==> src/rtl/pipe_stage_reg_pkg.sv <==
// Shared types and constants for the pipeline-stage register.
// SKID_BUF_EN selects the 2-entry skid variant; otherwise a single slot is built.
package pipe_stage_reg_pkg;

  localparam int          XLEN   = 32;
  localparam logic [31:0] RV_NOP = 32'h0000_0013;

`ifdef SKID_BUF_EN
  localparam logic [1:0]  STAGE_DEPTH = 2'd2;
`else
  localparam logic [1:0]  STAGE_DEPTH = 2'd1;
`endif

  // What the main slot does at the next edge.
  typedef enum logic [1:0] {
    MAIN_HOLD      = 2'd0,
    MAIN_LOAD_IN   = 2'd1,
    MAIN_LOAD_SKID = 2'd2,
    MAIN_DROP      = 2'd3
  } main_op_e;

  // Number of beats held, derived from the two valid flags.
  function automatic logic [1:0] occ_count(input logic main_v, input logic skid_v);
    return {1'b0, main_v} + {1'b0, skid_v};
  endfunction

endpackage

==> src/rtl/pipe_slot.sv <==
// One data+valid register slot with synchronous reset, clear (to a given
// value) and load; drop invalidates the slot without touching the data.
module pipe_slot #(
  parameter int WIDTH = 32
) (
  input  logic             clk,
  input  logic             rst,
  input  logic [WIDTH-1:0] rst_val,
  input  logic             clear,
  input  logic [WIDTH-1:0] clear_val,
  input  logic             load,
  input  logic [WIDTH-1:0] load_data,
  input  logic             drop,
  output logic             valid,
  output logic [WIDTH-1:0] data
);

  logic             valid_r;
  logic [WIDTH-1:0] data_r;

  // Slot state update: reset > clear > load > drop > hold.
  always_ff @(posedge clk) begin
    if (rst) begin
      valid_r <= 1'b0;
      data_r  <= rst_val;
    end else if (clear) begin
      valid_r <= 1'b0;
      data_r  <= clear_val;
    end else if (load) begin
      valid_r <= 1'b1;
      data_r  <= load_data;
    end else if (drop) begin
      valid_r <= 1'b0;
      data_r  <= data_r;
    end else begin
      valid_r <= valid_r;
      data_r  <= data_r;
    end
  end

  assign valid = valid_r;
  assign data  = data_r;

endmodule

==> src/rtl/pipe_stage_reg.sv <==
// Pipeline-stage register with valid/ready handshake and flush-to-bubble.
// Define SKID_BUF_EN for the 2-entry skid variant whose in_ready depends only
// on registered state; without it a single slot with combinational ready is built.
module pipe_stage_reg
  import pipe_stage_reg_pkg::*;
#(
  parameter int               WIDTH      = 32,
  parameter logic [WIDTH-1:0] RST_VAL    = {WIDTH{1'b0}},
  parameter logic [WIDTH-1:0] BUBBLE_VAL = {WIDTH{1'b0}}
) (
  input  logic             clk,
  input  logic             rst,
  input  logic             flush,
  input  logic             in_valid,
  input  logic [WIDTH-1:0] in_data,
  output logic             in_ready,
  output logic             out_valid,
  output logic [WIDTH-1:0] out_data,
  input  logic             out_ready,
  output logic [1:0]       occupancy
);

  logic             main_valid_s;
  logic [WIDTH-1:0] main_data_s;
  logic             skid_valid_s;
  logic [WIDTH-1:0] skid_data_s;
  logic             in_ready_s;
  logic             accept_s;
  logic             release_s;
  main_op_e         main_op_s;
  logic             main_load_s;
  logic             main_drop_s;
  logic [WIDTH-1:0] main_load_data_s;
`ifdef SKID_BUF_EN
  logic             skid_load_s;
  logic             skid_drop_s;
`endif

`ifdef SKID_BUF_EN
  // Ready only from the skid flag, so out_ready never reaches in_ready.
  assign in_ready_s = ~rst & ~flush & ~skid_valid_s;
`else
  // Single slot: can take a beat when empty or when it drains this cycle.
  assign in_ready_s = ~rst & ~flush & (~main_valid_s | out_ready);
`endif

  assign accept_s  = in_valid & in_ready_s;
  assign release_s = main_valid_s & out_ready;

  // Choose the next-edge action for the main (and skid) slot.
  always_comb begin
    main_op_s = MAIN_HOLD;
`ifdef SKID_BUF_EN
    skid_load_s = 1'b0;
    skid_drop_s = 1'b0;
    if (release_s) begin
      if (skid_valid_s) begin
        main_op_s   = MAIN_LOAD_SKID;
        skid_drop_s = 1'b1;
      end else if (accept_s) begin
        main_op_s = MAIN_LOAD_IN;
      end else begin
        main_op_s = MAIN_DROP;
      end
    end else begin
      if (accept_s && main_valid_s) begin
        skid_load_s = 1'b1;
      end else if (accept_s) begin
        main_op_s = MAIN_LOAD_IN;
      end else begin
        main_op_s = MAIN_HOLD;
      end
    end
`else
    if (accept_s) begin
      main_op_s = MAIN_LOAD_IN;
    end else if (release_s) begin
      main_op_s = MAIN_DROP;
    end else begin
      main_op_s = MAIN_HOLD;
    end
`endif
  end

  // Decode the main-slot action into slot controls.
  always_comb begin
    main_load_s      = 1'b0;
    main_drop_s      = 1'b0;
    main_load_data_s = in_data;
    case (main_op_s)
      MAIN_HOLD: begin
        main_load_s = 1'b0;
      end
      MAIN_LOAD_IN: begin
        main_load_s      = 1'b1;
        main_load_data_s = in_data;
      end
      MAIN_LOAD_SKID: begin
        main_load_s      = 1'b1;
        main_load_data_s = skid_data_s;
      end
      MAIN_DROP: begin
        main_drop_s = 1'b1;
      end
      default: begin
        main_load_s = 1'b0;
        main_drop_s = 1'b0;
      end
    endcase
  end

  pipe_slot #(.WIDTH(WIDTH)) u_main_slot (
    .clk       (clk),
    .rst       (rst),
    .rst_val   (RST_VAL),
    .clear     (flush),
    .clear_val (BUBBLE_VAL),
    .load      (main_load_s),
    .load_data (main_load_data_s),
    .drop      (main_drop_s),
    .valid     (main_valid_s),
    .data      (main_data_s)
  );

`ifdef SKID_BUF_EN
  pipe_slot #(.WIDTH(WIDTH)) u_skid_slot (
    .clk       (clk),
    .rst       (rst),
    .rst_val   ({WIDTH{1'b0}}),
    .clear     (flush),
    .clear_val ({WIDTH{1'b0}}),
    .load      (skid_load_s),
    .load_data (in_data),
    .drop      (skid_drop_s),
    .valid     (skid_valid_s),
    .data      (skid_data_s)
  );
`else
  assign skid_valid_s = 1'b0;
  assign skid_data_s  = {WIDTH{1'b0}};
`endif

  assign in_ready  = in_ready_s;
  assign out_valid = main_valid_s;
  assign out_data  = main_data_s;
  assign occupancy = occ_count(main_valid_s, skid_valid_s);

endmodule

==> config.mk <==
export PLATFORM = sky130hd
export DESIGN_NAME = pipe_stage_reg
export DESIGN_NICKNAME = d
export VERILOG_FILES = /design/src/rtl/pipe_stage_reg_pkg.sv /design/src/rtl/pipe_slot.sv /design/src/rtl/pipe_stage_reg.sv
export SDC_FILE = /design/constraint.sdc
export NUM_CORES = 1
export LEC_CHECK = 0
export CAP_MARGIN = 20
export CORE_MARGIN = 5
export CORE_UTILIZATION = 39
export DETAILED_ROUTE_END_ITERATION = 6
export PLACE_DENSITY = 0.79
export SYNTH_ARGS = -nofsm -noshare
export SYNTH_HDL_FRONTEND = slang
export SYNTH_SLANG_ARGS = --single-unit
==> constraint.sdc <==
create_clock -name clk -period 1.4 [get_ports clk]
set_input_delay 0.35 -clock clk [delete_from_list [all_inputs] [get_ports clk]]
set_output_delay 0.35 -clock clk [all_outputs]
set_load 0.01 [all_outputs]
==> qor.csv, run 1 <==
stage,metric,value,unit
synthesis,synthTopCellsByArea,"dfxtp_1, o21ai_2, nand4_1",
synthesis,synth_area,0.00143,mm2
run,cap_viol_max_count,0,
placement,port_buffers,71,
floorplanning,io_pins,73,
synthesis,synth_top_area_cell,dfxtp_1,
cts,numCtsBuffers,5,
cts,clock_path_buffers,2,
cells_and_area,nets,266,
worst_setup_path,cp_data_arrival_time,1000,ps
floorplanning,die_h,70.6,um
cells_and_area,final_cell_mix,"dlygate4sd2_1, clkdlybuf4s50_1, nand2_1, nand4_1, dfxtp_1",
synthesis,yosys_register_bits,33,
timing,report.final.slew_viol_count,0,
synthesis,yosys.area_share.adder,0,%
timing,max_freq,0.738,GHz
floorplanning,die_x,70.6,um
synthesis,synth.area.mux_share,0,%
global_route,grt_pass1_wl,5900,um
worst_setup_path,worstReg2RegStart,u_main_slot.valid,
cts,clock_latency,270,ps
min_path,hp-class,register to register,
drt,drt-pass1-iter-count,4,
synthesis,netlist.area_leader.share,46.2,%
timing,hold_violations,0,
cells_and_area,drive_above_1_share,24.8,%
timing,period_share,96.8,%
placement,dp_hpwl,2670,um
power_and_ir_drop,total_leakage_power,1.01,nW
worst_setup_path,required,1050,ps
synthesis,syn_nets,193,
drt,vias_per_cell,4.88,
placement,placed_cell_area,0.00226,mm2
drt,vias,1356,
timing,worst_clock_skew,2.48,ps
synthesis,yosys_warnings,0,
cells_and_area,syn_to_final_growth,61.5,%
worst_setup_path,start_kind,register,
power_and_ir_drop,p_total,0.00200,W
drt,drt-total-wl,3570,um
floorplanning,fp-row-count,22,
floorplanning,die-area,0.00498,mm2
global_route,grt-ovfl-total,0,
cts,cts_tree,done,
drt,drt_iter0_markers,42,
cts,clkSinkCount,33,
worst_setup_path,crit_start,u_main_slot.valid,
synthesis,syn_inst,156,
cts,cts-hold-fix-buffers,0,
global_route,grt_usage,14.6,%
global_route,grt_pass1_vias,1278,
drt,antenna_left,0,
placement,dpl_worst_slack,-541,ps
synthesis,synth-simple-area-share,25.0,%
cells_and_area,final.fill_count,334,
worst_setup_path,cpLargestDelayFamily,buffers and inverters,
cells_and_area,n_antenna_cell,0,
timing,worst_slack,45.3,ps
worst_setup_path,cp-end-kind,primary output,
power_and_ir_drop,pwr_density_cell,865,mW/mm2
drt,post-route-drc-count,0,
min_path,holdCritStartpoint,u_main_slot.data[21],
global_route,grt_max_degree,51,
floorplanning,coreArea,0.00361,mm2
synthesis,synth_compound_area_share,19.6,%
placement,place_congestion,0.742,
worst_setup_path,crit_buf_inv,2,
status,status,"finished, final reports clean",
synthesis,synth.distinct_cells,16,
drt,routedWlPerCell,12.8,um
worst_setup_path,max_stage_delay,320,ps
synthesis,synth_top_family_by_area,simple AND/OR/NAND/NOR gates,
timing,finalSetupViolCount,0,
worst_setup_path,cp_cell_sequence,"buf_4, dlygate4sd2_1",
worst_setup_path,crit_fanout,3,
worst_setup_path,path_class,register to primary output,
cells_and_area,layout_commonest_cell,dlygate4sd2_1,
cts,cts-root-buf,clkbuf_8,
cells_and_area,design_area,0.00231,mm2
cts,path_clk_slew,60,ps
global_route,antenna_found_initial,0,
timing,grt_setup_unrepaired,yes,
synthesis,synth_area_per_cell,9.17,um2
synthesis,synth-seq-area-share,46.2,%
power_and_ir_drop,vdd_drop_max,500,uV
cts,h-tree-depth,2,
timing,period_needed,1350,ps
synthesis,synth-xor-area-share,0,%
floorplanning,initial_core_util,39.7,%
worst_setup_path,crit_slowest_cell,dfxtp_2,
through the flow:
step / util [%] / hold WS (ps) / TNS (ps) / cells
3_3_place_gp: 62.6 / 440 / -5050 / 270
4_1_cts: 63.5 / 457 / -125 / 278
6_report: 64.1 / 453 / 0 / 278
2_1_floorplan: - / 473 / 0 / 156
3_5_place_dp: 62.6 / 444 / -5440 / 270
5_1_grt: 64.1 / 466 / -17.9 / 278
state kept, by name (all words and copies together), names as in the netlist:
name and flops:
u_main_slot.valid 1, u_main_slot.data 32
cell usage after synthesis, drive strengths merged:
| cell type | number |
|---|---|
| nor2b | 1 |
| nor2 | 1 |
| nand4 | 32 |
| clkbuf | 4 |
| buf | 16 |
| dfxtp | 33 |
| and2 | 1 |
| o21ai | 32 |
| o21a | 1 |
| nand2 | 32 |
| nand2b | 1 |
| nor3 | 1 |
| conb | 1 |
path summary, 6_finish.rpt:
check / endpoint / slack, ps / cells past startpoint
max: occupancy[0] / 50 / 2
min reg2reg: u_main_slot.data[21] / 450 / 2
min: u_main_slot.data[21] / 450 / 2
max reg2reg: u_main_slot.data[16] / 330 / 5
per-layer routing:
metal | vias up | routed length [um] | global-route usage, %
li1 | 698 | - | -
met1 | 606 | 1560 | 18.1
met2 | 45 | 1660 | 22.7
met3 | 7 | 297 | 5.68
met4 | 0 | 63 | 6.26
met5 | - | 0 | 0
power by group:
group	switching, W	internal [W]
Clock	0.000306	0.000353
Combinational	0.000157	0.000198
Sequential	0.0000141	0.000972
worst min-delay path, stage by stage (launching register included):
cell and delay (ps):
dfxtp_1 300, nand2_1 60, o21ai_2 40
logic make-up after synthesis:
family / Yosys count
buf+inv: 20
compound gates: 33
flops: 33
simple gates: 69
other cells: 1
final cells by class:
type	instances	area (um2)	area share [%]
Timing Repair Buffer	86	846	36.6
Tap cell	48	60.1	2.60
Multi-Input combinational cell	103	662	28.7
Sequential cell	33	662	28.7
Clock buffer	8	80.1	3.47
repair_timing:
action,CTS,global route
resized for setup,38,7
setup endpoints to repair,35,3
pin swaps,0,1
buffers inserted,0,0
Power figures use the tool's default switching activity.
==> inputs of run 2 (changes only) <==
--- a/config.mk
+++ b/config.mk
@@ -6,7 +6,7 @@
 export NUM_CORES = 1
 export LEC_CHECK = 0
 export CAP_MARGIN = 20
-export CORE_MARGIN = 5
+export CORE_MARGIN = 2
 export CORE_UTILIZATION = 39
 export DETAILED_ROUTE_END_ITERATION = 6
 export PLACE_DENSITY = 0.79
==> run 2 against run 1 <==
  * The flow now finishes with violations (setup timing)
  * Final area decreased by 3.7%
  * Final cell count decreased by 2.5%
  * Total power decreased by 11%
  * Critical path depth increased by 1
  * Setup slack got worse by 60 ps
  * Global-route usage increased by 4.5 points
  * Clock skew increased by 6.8 ps
  * Wire length increased by 2.8%
  * Via count increased by 1.5%
  * Critical path type unchanged
  * Highest routed layer unchanged
==> qor.csv, run 2 (same netlist as run 1, synthesis figures left out) <==
stage,metric,value,unit,change
timing,max_freq,0.707,GHz,-4.3%
power_and_ir_drop,total_leakage_power,0.961,nW,-4.6%
drt,antenna_left,0,,unchanged
drt,drt-pass1-iter-count,4,,unchanged
cts,cts_tree,done,,
drt,vias_per_cell,5.08,,+4.2%
worst_setup_path,start_kind,register,,
placement,port_buffers,71,,unchanged
global_route,grt_pass1_wl,6180,um,+4.7%
timing,worst_slack,-14.9,ps,-60.2 ps
floorplanning,die_x,64.6,um,-8.5%
worst_setup_path,crit_slowest_cell,dfxtp_2,,
cells_and_area,nets,263,,-1.1%
drt,drt-total-wl,3670,um,+2.8%
cells_and_area,design_area,0.00222,mm2,-3.7%
cells_and_area,largest_reg_flops,32,,unchanged
global_route,grt_pass1_vias,1412,,+10%
cells_and_area,drive_above_1_share,25.3,%,+0.55 points
placement,place_congestion,0.672,,-9.5%
power_and_ir_drop,vdd_drop_max,562,uV,+12%
drt,post-route-drc-count,0,,unchanged
worst_setup_path,cp-end-kind,primary output,,
timing,worst_clock_skew,9.30,ps,+6.82 ps
timing,tns,-14.9,ps,-14.9 ps
status,status,finished with violations,,
floorplanning,fp-row-count,21,,-4.5%
worst_setup_path,crit_buf_inv,1,,-1
cells_and_area,n_antenna_cell,0,,unchanged
min_path,hp-class,register to register,,
floorplanning,die_h,64.6,um,-8.5%
min_path,hold_depth,2,,unchanged
cells_and_area,final_cells,271,,-2.5%
status,failed_checks,setup timing,,
drt,drt_iter0_markers,57,,+36%
worst_setup_path,cp_num_cells,3,,+1
global_route,grt_usage,19.1,%,+4.5 points
global_route,grt-ovfl-total,0,,unchanged
worst_setup_path,cp_data_arrival_time,1060,ps,+60 ps
cells_and_area,layout_commonest_cell,clkdlybuf4s50_1,,
power_and_ir_drop,pwr_density_cell,802,mW/mm2,-7.3%
global_route,antenna_found_initial,0,,unchanged
cells_and_area,final.fill_count,304,,-9.0%
drt,routedWlPerCell,13.5,um,+5.4%
timing,grt_setup_unrepaired,yes,,
run,cap_viol_max_count,0,,unchanged
worst_setup_path,path_class,register to primary output,,
min_path,holdCritStartpoint,u_main_slot.data[15],,
cts,numCtsBuffers,5,,unchanged
cts,clock_path_buffers,2,,unchanged
worst_setup_path,cpLargestDelayFamily,flip-flops,,
cts,cts-root-buf,clkbuf_4,,
timing,hold_violations,0,,unchanged
worst_setup_path,r2r_cells,5,,unchanged
floorplanning,die-area,0.00417,mm2,-16%
cts,h-tree-depth,2,,unchanged
floorplanning,io_pins,73,,unchanged
placement,placedCellCount,264,,-2.2%
floorplanning,initial_core_util,41.9,%,+2.2 points
cts,clock_latency,320,ps,+50 ps
worst_setup_path,crit_fanout,2,,-1
worst_setup_path,required,1050,ps,about the same
placement,dp_hpwl,2780,um,+4.4%
timing,finalSetupViolCount,1,,+1
cts,clkSinkCount,33,,unchanged
floorplanning,coreArea,0.00342,mm2,-5.3%
placement,placed_cell_area,0.00221,mm2,-2.0%
worst_setup_path,cp_cell_sequence,"nor2b_4, nor3_2, buf_2",,
drt,vias,1377,,+1.5%
cells_and_area,syn_to_final_growth,55.6,%,
global_route,grt_max_degree,37,,-27%
cts,path_clk_slew,80,ps,+20 ps
worst_setup_path,worstReg2RegStart,u_main_slot.valid,,
cells_and_area,final_cell_mix,"clkdlybuf4s50_1, nand2_1, nand4_1, dlygate4sd2_1, dfxtp_1",,
worst_setup_path,crit_start,u_main_slot.valid,,
worst_setup_path,timing.reg2reg.setup_slack,320,ps,about the same
timing,report.final.slew_viol_count,0,,unchanged
timing,period_share,101,%,+4.3 points
timing,period_needed,1410,ps,+60.2 ps
worst_setup_path,max_stage_delay,330,ps,about the same
==> run 2: changes by cell type in the layout (fill, tap and decap cells not counted), sizes merged <==
cell	delta
clkdlybuf4s50	+1
dlygate4sd2	-2
dlymetal6s2s	-1
buf	-3
clkbuf	-1
clkinv	+1
==> run 2: metal layers <==
metal  track usage [%]  wire, um
met5                 0         0
met4              6.38        15
met3              7.12       230
met2              35.4      1930
met1              19.7      1500
==> run 2: cell type report <==
type,instances,area [um2],area share [%]
clock buffer,5,37.5,1.69
clock inverter,1,5.00,0.225
timing repair buffer,83,801,36.0
tap,46,57.6,2.59
multi-input combinational,103,662,29.8
sequential,33,662,29.8
==> run 2: what timing repair did <==
| item | in CTS | in global routing |
|---|---|---|
| pin swaps | 0 | 1 |
| hold buffers | 0 | 0 |
| buffers inserted | 0 | 1 |
| gates resized for setup | 40 | 8 |
| endpoints found under the hold margin | 0 | 0 |
| endpoints found under the setup margin | 35 | 3 |
==> run 2: worst register-to-register path, cell delays in order, from the launching register on <==
cell,delay (ps)
dfxtp_2,330
buf_4,140
nand2b_4,70
and2_4,170
buf_12,170
o21ai_1,90
==> run 2: path summary, 6_finish.rpt <==
check	end
worst min-delay path	u_main_slot.data[15]
worst min register to register	u_main_slot.data[15]
worst max register to register	u_main_slot.data[16]
worst max-delay path	in_ready
==> run 2: through the flow <==
| step | power [W] | setup WS, ps | util [%] | hold WS [ps] |
|---|---|---|---|---|
| final | 0.00178 | -14.9 | 65.1 | 456 |
| after global routing | 0.00189 | -98.1 | 65.1 | 474 |
| after CTS | 0.00181 | -124 | 64.7 | 459 |
| after detailed placement | 0.00137 | -540 | 64.7 | 449 |
| after global placement | 0.00136 | -521 | 64.7 | 437 |
| after floorplan | 0.00116 | 274 | - | 473 |
==> run 2: report_power, final <==
group / switching (W) / internal [W] / leakage (nW)
combinational: 0.000156 / 0.000186 / 0.665
sequential: 0.0000150 / 0.000971 / 0.269
clock: 0.000283 / 0.000174 / 0.0269
==> inputs of run 3 (changes only) <==
--- a/config.mk
+++ b/config.mk
@@ -5,11 +5,11 @@
 export SDC_FILE = /design/constraint.sdc
 export NUM_CORES = 1
 export LEC_CHECK = 0
-export CAP_MARGIN = 20
+export CAP_MARGIN = 25
 export CORE_MARGIN = 2
-export CORE_UTILIZATION = 39
+export CORE_UTILIZATION = 35
 export DETAILED_ROUTE_END_ITERATION = 6
-export PLACE_DENSITY = 0.79
+export PLACE_DENSITY = 0.72
 export SYNTH_ARGS = -nofsm -noshare
 export SYNTH_HDL_FRONTEND = slang
 export SYNTH_SLANG_ARGS = --single-unit
==> run 3 against run 2 <==
  * Die area up 11%
  * Final cell count up 1.8%
  * The flow now finishes without violations
  * Setup slack better by 65 ps
  * Sequential power about the same
  * Final area up 3.0%
  * Wire length down 5.4%
  * Clock power up 100%
  * Clock-buffer cell count up 2
  * Critical path depth down 1
  * Critical path type unchanged
  * Combinational power down 1%
  * Flip-flop and latch count unchanged
==> qor.csv, run 3 (same netlist as run 1, synthesis figures left out) <==
stage,metric,value,unit,change
status,status,"finished, final reports clean",,
power_and_ir_drop,p_clk_share,40.9,%,+15 points
floorplanning,fp-row-count,23,,+9.5%
worst_setup_path,path_class,register to primary output,,
timing,grt_setup_unrepaired,no,,
cts,path_clk_slew,70,ps,about the same
worst_setup_path,crit_fanout,3,,+1
cells_and_area,n_antenna_cell,0,,unchanged
timing,hold_violations,0,,unchanged
drt,vias,1368,,-0.65%
cts,clkSinkCount,33,,unchanged
worst_setup_path,start_kind,register,,
global_route,grt_pass1_vias,1224,,-13%
cts,cts_setup_buffers,0,,unchanged
power_and_ir_drop,total_leakage_power,0.983,nW,+2.3%
power_and_ir_drop,p_total,0.00224,W,+26%
global_route,grt_usage,16.2,%,-2.9 points
power_and_ir_drop,switching_power,0.000503,W,+11%
global_route,antenna_found_initial,0,,unchanged
cts,clock_latency,280,ps,-40 ps
worst_setup_path,cp-end-kind,primary output,,
floorplanning,initial_core_util,36.0,%,-5.9 points
timing,hold_ws,448,ps,-8.32 ps
min_path,hp-class,register to register,,
global_route,grt_max_degree,35,,-5.4%
timing,period_share,96.4,%,-4.7 points
drt,routedWlPerCell,12.6,um,-7.1%
worst_setup_path,required,1050,ps,about the same
timing,period_needed,1350,ps,-65.3 ps
drt,drt-total-wl,3470,um,-5.4%
cells_and_area,syn_to_final_growth,60.3,%,
cells_and_area,final_cell_mix,"dlygate4sd2_1, clkdlybuf4s50_1, dfxtp_1",,
drt,antenna_left,0,,unchanged
cells_and_area,final.fill_count,383,,+26%
power_and_ir_drop,sw_frac_of_total,22.5,%,-2.9 points
timing,max_freq,0.741,GHz,+4.8%
global_route,grt_pass1_wl,5630,um,-8.8%
cts,cts-hold-fix-buffers,0,,unchanged
drt,post-route-drc-count,0,,unchanged
min_path,holdCritStartpoint,u_main_slot.data[15],,
cts,cts_tree,done,,
cells_and_area,nets,262,,-0.38%
worst_setup_path,cp_data_arrival_time,1000,ps,-60 ps
floorplanning,die-area,0.00461,mm2,+11%
cells_and_area,utilization,57.7,%,-7.4 points
power_and_ir_drop,pwr-share-comb,15.1,%,-4.1 points
drt,drt_iter0_markers,90,,+58%
cts,numCtsBuffers,5,,unchanged
run,cap_viol_max_count,0,,unchanged
cells_and_area,layout_commonest_cell,dlygate4sd2_1,,
worst_setup_path,worstReg2RegStart,u_main_slot.valid,,
floorplanning,io_pins,73,,unchanged
cts,h-tree-depth,2,,unchanged
placement,place_congestion,0.656,,-2.5%
timing,worst_slack,50.4,ps,+65.3 ps
cts,cts-root-buf,clkbuf_8,,
power_and_ir_drop,pwr_density_cell,977,mW/mm2,+22%
timing,report.final.slew_viol_count,0,,unchanged
cells_and_area,drive_above_1_share,23.9,%,-1.4 points
power_and_ir_drop,p_int,0.00174,W,+30%
worst_setup_path,timing.reg2reg.setup_slack,360,ps,+40 ps
drt,vias_per_cell,4.96,,-2.5%
floorplanning,die_x,67.9,um,+5.2%
timing,finalSetupViolCount,0,,-1
floorplanning,die_h,67.9,um,+5.2%
placement,dpl_worst_slack,-541,ps,-1.77 ps
floorplanning,coreArea,0.00397,mm2,+16%
timing,worst_clock_skew,4.65,ps,-4.66 ps
power_and_ir_drop,vdd_drop_max,491,uV,-13%
global_route,grt-ovfl-total,0,,unchanged
cells_and_area,largest_reg_flops,32,,unchanged
worst_setup_path,crit_start,u_main_slot.valid,,
placement,dp_hpwl,2470,um,-11%
placement,port_buffers,71,,unchanged
cts,clock_path_buffers,2,,unchanged
power_and_ir_drop,power_frac_seq,44.0,%,-11 points
drt,drt-pass1-iter-count,4,,unchanged
run 3: final timing paths:
check	to	cells past startpoint
max	occupancy[0]	2
min	u_main_slot.data[15]	2
max reg2reg	u_main_slot.data[16]	5
min reg2reg	u_main_slot.data[15]	2
run 3: power groups by stage:
stage | Clock (W) | Combinational [W] | Sequential [W]
floorplan | 0 | 0.000137 | 0.00102
global placement | 0 | 0.000364 | 0.00101
detailed placement | 0 | 0.000366 | 0.00101
CTS | 0.000943 | 0.000342 | 0.000986
global route | 0.000980 | 0.000368 | 0.000989
finish | 0.000916 | 0.000338 | 0.000985
run 3: routing by layer:
metal	routed length [um]	up-vias	track usage (%)
li1	-	696	-
met1	1550	629	19.9
met2	1650	41	25.8
met3	262	2	6.25
met4	18	0	5.25
met5	0	-	0
run 3: critical path: stages, from the launching register on:
cell	delay (ps)
dfxtp_1	310
buf_4	140
dlygate4sd2_1	280
run 3: repair_timing:
item,in CTS,in global routing
resized for setup,41,2
endpoints found under the setup margin,35,1
pin swaps,1,1
run 3: cell type report:
type / count / area (um2) / area share [%]
tap: 50 / 62.6 / 2.73
clock inverter: 1 / 30.0 / 1.31
timing repair buffer: 82 / 796 / 34.7
multi-input combinational: 103 / 657 / 28.7
sequential: 33 / 661 / 28.8
clock buffer: 7 / 86.3 / 3.77
run 3: through the flow:
stage / setup TNS, ps / area [um2] / instances
after floorplan: 0 / 1430 / 156
after global placement: -4660 / 2220 / 268
after detailed placement: -4620 / 2220 / 268
after CTS: -23.7 / 2280 / 276
after global routing: 0 / 2290 / 276
final: 0 / 2290 / 276
